[config.mk]
export PLATFORM = sky130hd
export DESIGN_NAME = ventilation_scheduler
export DESIGN_NICKNAME = d
export VERILOG_FILES = /design/src/rtl/vent_pkg.sv /design/src/rtl/sensor_debounce.sv /design/src/rtl/ventilation_scheduler.sv
export SDC_FILE = /design/constraint.sdc
export NUM_CORES = 1
export LEC_CHECK = 0
export ABC_CLOCK_PERIOD_IN_PS = 2130
export CORE_ASPECT_RATIO = 0.9
export CORE_MARGIN = 4
export CORE_UTILIZATION = 52
export DETAILED_ROUTE_END_ITERATION = 8
export PLACE_DENSITY_LB_ADDON = 0.12
export SYNTH_ARGS = -nofsm -noshare
export SYNTH_HDL_FRONTEND = slang
export SYNTH_SLANG_ARGS = --single-unit
[constraint.sdc]
create_clock -name clk -period 2.13 [get_ports clk]
set_input_delay 0.3195 -clock clk [delete_from_list [all_inputs] [get_ports clk]]
set_output_delay 0.3195 -clock clk [all_outputs]
set_load 0.02 [all_outputs]
[src/rtl/vent_pkg.sv]
// rtl/vent_pkg.sv - state and fan speed encodings for the ventilation scheduler
package vent_pkg;

  localparam logic [2:0] ST_IDLE  = 3'd0;
  localparam logic [2:0] ST_START = 3'd1;
  localparam logic [2:0] ST_RUN   = 3'd2;
  localparam logic [2:0] ST_COOL  = 3'd3;
  localparam logic [2:0] ST_REST  = 3'd4;

  localparam logic [1:0] SPD_OFF  = 2'd0;
  localparam logic [1:0] SPD_LOW  = 2'd1;
  localparam logic [1:0] SPD_NORM = 2'd2;
  localparam logic [1:0] SPD_FULL = 2'd3;

  function automatic logic [1:0] speed_of(input logic [2:0] st);
    case (st)
      ST_START: speed_of = SPD_FULL;
      ST_RUN:   speed_of = SPD_NORM;
      ST_COOL:  speed_of = SPD_LOW;
      default:  speed_of = SPD_OFF;
    endcase
  endfunction

endpackage

[src/rtl/sensor_debounce.sv]
// rtl/sensor_debounce.sv - synchronises the raw sensor and toggles demand after DEBOUNCE stable samples
module sensor_debounce #(
  parameter int DEBOUNCE = 3
) (
  input  logic clk,
  input  logic rst,
  input  logic sensor,
  output logic demand
);

  logic       s;
  logic [3:0] stable;

  always_ff @(posedge clk or posedge rst) begin
    if (rst) begin
      s      <= 1'b0;
      stable <= 4'd0;
      demand <= 1'b0;
    end else begin
      s <= sensor;
      // any sample agreeing with demand restarts the count, so glitches never accumulate
      if (s != demand) begin
        if (stable == 4'(DEBOUNCE - 1)) begin
          demand <= ~demand;
          stable <= 4'd0;
        end else begin
          stable <= stable + 4'd1;
        end
      end else begin
        stable <= 4'd0;
      end
    end
  end

endmodule

[src/rtl/ventilation_scheduler.sv]
// rtl/ventilation_scheduler.sv - fan sequencing FSM with spin-up, run limits, cool-down and rest
module ventilation_scheduler #(
  parameter int DEBOUNCE = 3,
  parameter int SPINUP   = 2,
  parameter int MIN_ON   = 4,
  parameter int MAX_ON   = 12,
  parameter int COOL     = 3,
  parameter int REST     = 5
) (
  input  logic       clk,
  input  logic       rst,
  input  logic       vintlation_sensor,
  input  logic       override_on,
  input  logic       override_off,
  output logic       fan_on,
  output logic [1:0] fan_speed,
  output logic [2:0] state_vintilation,
  output logic [3:0] counter,
  output logic       max_hit
);
  import vent_pkg::*;

  logic       demand;
  logic       eff;
  logic [2:0] state;
  logic [2:0] nxt;
  logic [3:0] timer;
  logic       max_go;

  sensor_debounce #(.DEBOUNCE(DEBOUNCE)) u_debounce (
    .clk    (clk),
    .rst    (rst),
    .sensor (vintlation_sensor),
    .demand (demand)
  );

  assign eff = (demand | override_on) & ~override_off;

  // timer counts from 0 on entry, so an interval of N cycles ends when it reads N-1
  always_comb begin
    nxt    = state;
    max_go = 1'b0;
    case (state)
      ST_IDLE:  if (eff) nxt = ST_START;
      ST_START: if (timer >= 4'(SPINUP - 1)) nxt = ST_RUN;
      ST_RUN: begin
        if (timer >= 4'(MAX_ON - 1)) begin
          nxt    = ST_REST;
          max_go = 1'b1;
        end else if (!eff && timer >= 4'(MIN_ON - 1)) begin
          nxt = ST_COOL;
        end
      end
      ST_COOL: begin
        if (eff) nxt = ST_RUN;
        else if (timer >= 4'(COOL - 1)) nxt = ST_IDLE;
      end
      ST_REST:  if (timer >= 4'(REST - 1)) nxt = ST_IDLE;
      default:  nxt = ST_IDLE;
    endcase
    if (override_off) begin
      nxt    = ST_IDLE;
      max_go = 1'b0;
    end
  end

  always_ff @(posedge clk or posedge rst) begin
    if (rst) begin
      state   <= ST_IDLE;
      timer   <= 4'd0;
      counter <= 4'd0;
      max_hit <= 1'b0;
    end else begin
      state   <= nxt;
      max_hit <= max_go;
      if (nxt != state) timer <= 4'd0;
      else if (timer != 4'hf) timer <= timer + 4'd1;
      if (state == ST_START && nxt == ST_RUN && counter != 4'hf)
        counter <= counter + 4'd1;
    end
  end

  assign fan_speed         = speed_of(state);
  assign fan_on            = (fan_speed != SPD_OFF);
  assign state_vintilation = state;

endmodule

Word level (Yosys, flattened, before mapping)
Cells that the tools add are included.
Widths: inputs -> output; s select.
- output and inout port bits: 11
- input port bits: 5
- flip-flop bits (word level): 18
- multiplexer cells: 17
- bitwise logic cells: 4
- add/subtract/negate cells: 3
- reduce and logical (&&, ||, !) cells: 8
- eq/ne operators: 10
- order comparisons: 5
- operator list (kind ; count):
    $mux 3 ; 8
    $mux 4 ; 4
    $pmux 3 s5 ; 1
    $add 4x1->4 const B ; 3
    $eq 3x2->1 const B ; 3
    $ge 4x2->1 const B ; 2
    $ne 4x4->1 const B ; 2
    $pmux 2 s3 ; 1
    $eq 4x2->1 const B ; 1
    $ge 4x1->1 const B ; 1
    $ge 4x3->1 const B ; 1
    $ge 4x4->1 const B ; 1
    $reduce_bool 2->1 ; 2
    $eq 3x1->1 const B ; 1
    $eq 3x3->1 const B ; 1
    $logic_and 1x1->1 ; 3
    $logic_not 3->1 ; 1
    $mux 1 ; 3
    $ne 3x3->1 ; 1
    $not 1->1 ; 2
    $reduce_and 2->1 ; 1
    $and 1x1->1 ; 1
    $logic_not 1->1 ; 1
    $ne 1x1->1 ; 1
    $or 1x1->1 ; 1

Depth between registers and ports, before layout
- word-level depth: 11
- mapped depth: 7
- mapped depth without buffers: 7

By module
Synthesis repeated with hierarchy kept, for this count alone.
- cells, all modules: 113
- area total of the unflattened synthesis: 1096.1 µm²
- modules (own cells, without submodules) (module ; area an instance (µm²) ; instances ; cells an instance):
    ventilation_scheduler ; 834.6 ; 1 ; 91
    sensor_debounce ; 261.5 ; 1 ; 22

Worst setup path before layout
Ideal clock, no wire load.
- path kind: flip-flop to flip-flop
- start: reg timer[0]
- end: reg counter[1]
- buffers on the path: 0
- cell stages (with the launch flop): 8
- clock period less this slack: 1875 ps
- setup time: 125 ps
- data arrival time: 1750 ps
- required time: 2005 ps
- setup slack: 255 ps
- path through: dfrtp_1 > inv_1 > ha_1 > or4_4 > nand3_1 > a21oi_1 > nor2_1 > mux2_2
- longest elaborated chain between the ends: 9
- elaborated cells on any way between the ends: 17
- classes of those cells: 5 x order compare; 1 x eq/ne; 8 x mux; 3 x reduce/logical
- RTL lines (item ; RTL line ; text):
    start, declared ; ventilation_scheduler.sv:27 ; logic [3:0] timer;
    start signal, assigned ; ventilation_scheduler.sv:77 ; else if (timer != 4'hf) timer <= timer + 4'd1;
    $ge 4x2->1 ; ventilation_scheduler.sv:50 ; end else if (!eff && timer >= 4'(MIN_ON - 1)) begin
    $logic_and 1x1->1 ; ventilation_scheduler.sv:50 ;
    $mux 3 ; ventilation_scheduler.sv:50 ;
    $mux 3 ; ventilation_scheduler.sv:47 ; if (timer >= 4'(MAX_ON - 1)) begin
    $pmux 3 s5 (*) ; ventilation_scheduler.sv:43 ; case (state)
    $mux 3 (*) ; ventilation_scheduler.sv:61 ; if (override_off) begin
    $eq 3x2->1 (*) ; ventilation_scheduler.sv:78 ; if (state == ST_START && nxt == ST_RUN && counter != 4'hf)
    $logic_and 1x1->1 (*) (2 in series) ; ventilation_scheduler.sv:78 ;
    end signal, assigned ; ventilation_scheduler.sv:79 ; counter <= counter + 4'd1;
    end, declared ; ventilation_scheduler.sv:18 ; output logic [3:0] counter,
Every way passes the cells marked *; elsewhere a longest branch is shown, timed or not.
A chain may end at the register's enable or synchronous reset.

Worst setup path in the final report
- start: reg state[2] (netlist: state_vintilation[2])
- end: out fan_speed[0]
- longest elaborated chain between the ends: 2
- elaborated cells on any way between the ends: 4
- classes of those cells: 3 x eq/ne; 1 x mux
- RTL lines (item ; RTL line ; text):
    start, declared ; ventilation_scheduler.sv:25 ; logic [2:0] state;
    start signal, assigned ; ventilation_scheduler.sv:74 ; state <= nxt;
    $eq 3x2->1 / $eq 3x1->1 (equally long branches) ; vent_pkg.sv:16 ; case (st)
    $pmux 2 s3 (*) ; vent_pkg.sv:16 ;
    end, declared ; ventilation_scheduler.sv:16 ; output logic [1:0] fan_speed,
Marked as above.

==> summary by stage <==
Yosys
Counting every net in the synthesized netlist gives about 130. The count of yosys warnings during synthesis is 0. By area, the combinational part of the netlist is dominated by simple AND/OR/NAND/NOR gates. Of the synthesized area, sequential elements account for between 40% and 50%. The gate count of the mapped netlist is ~120. Counting flops and latches in the post-synthesis netlist gives 18. The prevailing post-synth register cell is sky130_fd_sc_hd__dfrtp_1. For this run, asynchronously set or reset flops after synthesis account for 100.0%.

The netlist area before placement is around 1100 sq um. In the synthesized netlist, mux cells make up under 10% of the area. The average instance in the mapped netlist occupies approximately 9.3 sq um. The synthesized netlist devotes 15.16% of its cell area to compound gates.

Of the total synthesized cell area, the portion taken by full adders, half adders and majority gates is a little over 8%. Synthesis instantiated 36 different standard cells from the library. Counting flops with a built-in enable in the synthesized netlist gives 0. The synthesized-area fraction occupied by xor and xnor cells is roughly 5.7%. The fraction of the mapped netlist area in simple logic gates is between 20% and 30%.

Global route
The wire length of the first global-routing pass is between 3 and 4 mm. The overall global routing resource usage is ~15%. The maximum number of pins on one net before global-route repair is 19. The total global routing overflow is 0.

The number of antenna violations at the first check in global routing is 0. The via count of the first global-routing pass was around 850.

Cells and area
The area added between synthesis and finish is 21.30%. The fraction of final layout cells with drive strength greater than 1 is 14.07%. After filler insertion, the fill cell instance count of the layout stands at about 150. The number of antenna diodes in the final layout is 0. The final layout contains roughly 150 nets.

Power
The combinational cell fraction of total power is 50.3%. The power spent charging and discharging nets is just over 600 uW. The internal portion of the total power is slightly below 900 uW. Registers are responsible for between 30 and 40% of the overall power.

The switching share of power is 41.06%. In this run the static leakage power is between 0.6 and 0.7 nW. Dividing total power by cell area gives a power density of about 1100 nW/um^2.

IR analysis of the VDD net gives a maximum drop of a little under 0.0008 V. The proportion of power drawn by the clock network is a little over a tenth.

STA
Setup repair after global routing left no endpoint under its margin. The measured slew at the worst slew-check pin is about 690 ps. The final-report hold violation count is 0. For the final database, setup skew stands at approximately 4.9 ps. Measured against its own limit, the worst slew margin works out to 53.88%. Adding up every negative setup slack in the final design gives 0 ps. Timing would allow up to 0.4998 GHz. The number of pins with negative max-slew slack in the final report was 0. Hold is met by 434.4 ps. The final number of setup-violating endpoints is 0. The smallest clock period supported by the final layout is computed as approximately 2000 ps.

The final critical path takes up between 90 and 100% of the cycle.

Place
In this run the tool buffered the top-level ports with 15 buffer cells. The HPWL reported at the end of detailed placement is 1.550 mm. At the end of routability-driven placement, the weighted congestion stood at about 0.9.

Setup path
The data arrival time at the worst-slack endpoint is between 1500 and 2000 ps. The worst setup path is of the reg -> out kind. The worst setup path is launched from a register. STA classifies the critical path endpoint as a primary output.

The required time at the worst-slack endpoint is around 1800 ps. Of all nets on the critical path, the largest fanout is 8.

CTS
The clock latency at the later pin of the worst-skew pair is 280 ps. The cell sitting at the root of the clock tree is a sky130_fd_sc_hd__clkbuf_4. The number of clock buffers added by TritonCTS is 3.

The clock transition at the registers of the reported paths is roughly 100 ps. The number of sinks on the clock net is 18. The H-tree level count is 1. The clock passes through at most 2 buffers. The clock tree from TritonCTS is yes.

Die
The area of the placeable core is 1952 sq um. The die covers about 2900 sq um. For this design the top-level I/O count stands at 16.

The die outline width is approximately 56 um. The vertical die dimension is ~51 um. For this configuration, the core starts out at a cell density of a little under three fifths. After floorplanning, the core was divided into 15 placement rows.

Detailed routing
The final antenna-violating net count is 0. The number of violations reported at the end of detailed-routing iteration 0 is 18. The first TritonRoute pass finished after 4 iterations. The total via count in the routed design is 864. The average vias per placed instance is 5.400. The routed wire length is roughly 2.0 mm. The DRC violations left is 0. The routed length per placed instance is 12.73 um.

Status
The run finished with clean final reports.

Min path
The class of the worst hold path is in -> async.

Job
Across the run, the number of max-cap violations was 0.
## power groups by stage
stage | clock [mW] | sequential [mW] | combinational [mW]
after floorplan | 0 | 0.579 | 0.485
after global placement | 0 | 0.579 | 0.743
after detailed placement | 0 | 0.582 | 0.751
after CTS | 0.172 | 0.576 | 0.754
after global routing | 0.187 | 0.600 | 0.826
final | 0.161 | 0.579 | 0.749
## layout make-up
type	instances	area, sq um	area share (%)
Clock buffer	3	22.52	1.718
Timing Repair Buffer	22	205.2	15.65
Inverter	9	33.78	2.576
Multi-Input combinational cell	83	565.5	43.13
Tap cell	25	31.28	2.385
Sequential cell	18	452.9	34.54
## path summary, 6_finish.rpt
kind                                       from              endpoint  slack (ps)  depth (start not counted)
setup / recovery           state_vintilation[2]          fan_speed[0]         130                          3
hold / removal                              rst            counter[3]         430                          2
setup reg to reg                       timer[0]            counter[1]         150                          7
hold reg to reg            u_debounce.stable[0]  u_debounce.stable[0]         490                          1
max in group asynchronous                   rst  state_vintilation[0]        1220                          2
min in group clk              vintlation_sensor          u_debounce.s         470                          1
## cells in the final DEF (no fill, tap or decap), types with 2 or more instances in the layout
cell	netlist	routed
sky130_fd_sc_hd__dfrtp_2	0	2
sky130_fd_sc_hd__buf_4	0	7
sky130_fd_sc_hd__clkbuf_4	0	3
sky130_fd_sc_hd__dfrtp_1	18	16
sky130_fd_sc_hd__xor2_1	5	5
sky130_fd_sc_hd__and3_1	2	2
sky130_fd_sc_hd__nand2b_1	3	3
sky130_fd_sc_hd__or2_2	2	2
sky130_fd_sc_hd__xnor2_1	2	2
sky130_fd_sc_hd__inv_1	9	9
sky130_fd_sc_hd__nor2_1	13	13
sky130_fd_sc_hd__o211a_1	2	2
sky130_fd_sc_hd__ha_1	7	7
sky130_fd_sc_hd__a31oi_1	2	2
sky130_fd_sc_hd__nor3_1	4	4
sky130_fd_sc_hd__nand3_1	6	6
sky130_fd_sc_hd__mux2_2	2	2
sky130_fd_sc_hd__and2_1	2	2
sky130_fd_sc_hd__nor4_1	2	2
sky130_fd_sc_hd__nand3b_1	2	2
sky130_fd_sc_hd__a21oi_1	6	6
sky130_fd_sc_hd__o21a_1	2	2
sky130_fd_sc_hd__nand2_1	6	6
sky130_fd_sc_hd__clkdlybuf4s50_1	0	14
## cell usage after synthesis (2+ instances only)
cell type | instances | area share [%]
sky130_fd_sc_hd__a21oi_1 | 6 | 2.8
sky130_fd_sc_hd__a31oi_1 | 2 | 1.2
sky130_fd_sc_hd__and2_1 | 2 | 1.2
sky130_fd_sc_hd__and3_1 | 2 | 1.2
sky130_fd_sc_hd__clkbuf_1 | 4 | 1.4
sky130_fd_sc_hd__dfrtp_1 | 18 | 42
sky130_fd_sc_hd__ha_1 | 7 | 8.1
sky130_fd_sc_hd__inv_1 | 9 | 3.1
sky130_fd_sc_hd__mux2_2 | 2 | 2.1
sky130_fd_sc_hd__nand2_1 | 6 | 2.1
sky130_fd_sc_hd__nand2b_1 | 3 | 1.7
sky130_fd_sc_hd__nand3_1 | 6 | 2.8
sky130_fd_sc_hd__nand3b_1 | 2 | 1.4
sky130_fd_sc_hd__nor2_1 | 13 | 4.5
sky130_fd_sc_hd__nor3_1 | 4 | 1.9
sky130_fd_sc_hd__nor4_1 | 2 | 1.2
sky130_fd_sc_hd__o211a_1 | 2 | 1.9
sky130_fd_sc_hd__o21a_1 | 2 | 1.4
sky130_fd_sc_hd__or2_2 | 2 | 1.2
sky130_fd_sc_hd__xnor2_1 | 2 | 1.6
sky130_fd_sc_hd__xor2_1 | 5 | 4.1
## critical path, stage by stage, from the launching register on
cell	delay (ps)
sky130_fd_sc_hd__dfrtp_1	480
sky130_fd_sc_hd__nand2b_1	230
sky130_fd_sc_hd__inv_1	90
sky130_fd_sc_hd__clkdlybuf4s50_1	600
## per-layer routing
| layer | vias up | track usage, % | wire, um |
|---|---|---|---|
| met2 | 29 | 27.82 | 962 |
| met1 | 396 | 17.98 | 944 |
| met4 | 0 | 3.557 | 0 |
| met3 | 0 | 5.051 | 129 |
| li1 | 439 | - | - |
| met5 | - | 0 | 0 |
## sequential cells by signal, indices dropped and copies added (netlist names)
name,flops
u_debounce.stable,4
max_hit,1
u_debounce.demand,1
state_vintilation,3
u_debounce.s,1
timer,4
counter,4
## through the flow
stage          cells  cell area [sq um]  setup WS [ps]  utilization (%)  power [mW]
5_1_grt          160               1311          46.36            67.18       1.613
3_5_place_dp     157               1284          85.01            65.77       1.333
4_1_cts          160               1308          13.56            66.99       1.502
3_3_place_gp     157               1284          93.18            65.77       1.322
2_1_floorplan    116               1081          255.1                -       1.064
6_report         160               1311          129.3            67.18       1.488
## cells by family (layout without fill, tap and decap cells)
logic type | after synthesis | in the layout
AO/OA/AOI/OAI | 22 | 22
XOR/XNOR | 7 | 7
adder cells (fa/ha/maj) | 7 | 7
buffers and inverters | 15 | 34
flip-flops | 18 | 18
multiplexers | 2 | 2
AND/OR/NAND/NOR | 45 | 45
## repair_timing
item	in CTS	in global routing
pin swaps	0	0
gates resized for setup	1	2
cloned	0	0
endpoints found under the setup margin	1	1
hold endpoints to repair	0	0
hold buffers	0	0
buffers inserted	0	0
Note: power is estimated with default switching activity, not from simulation.
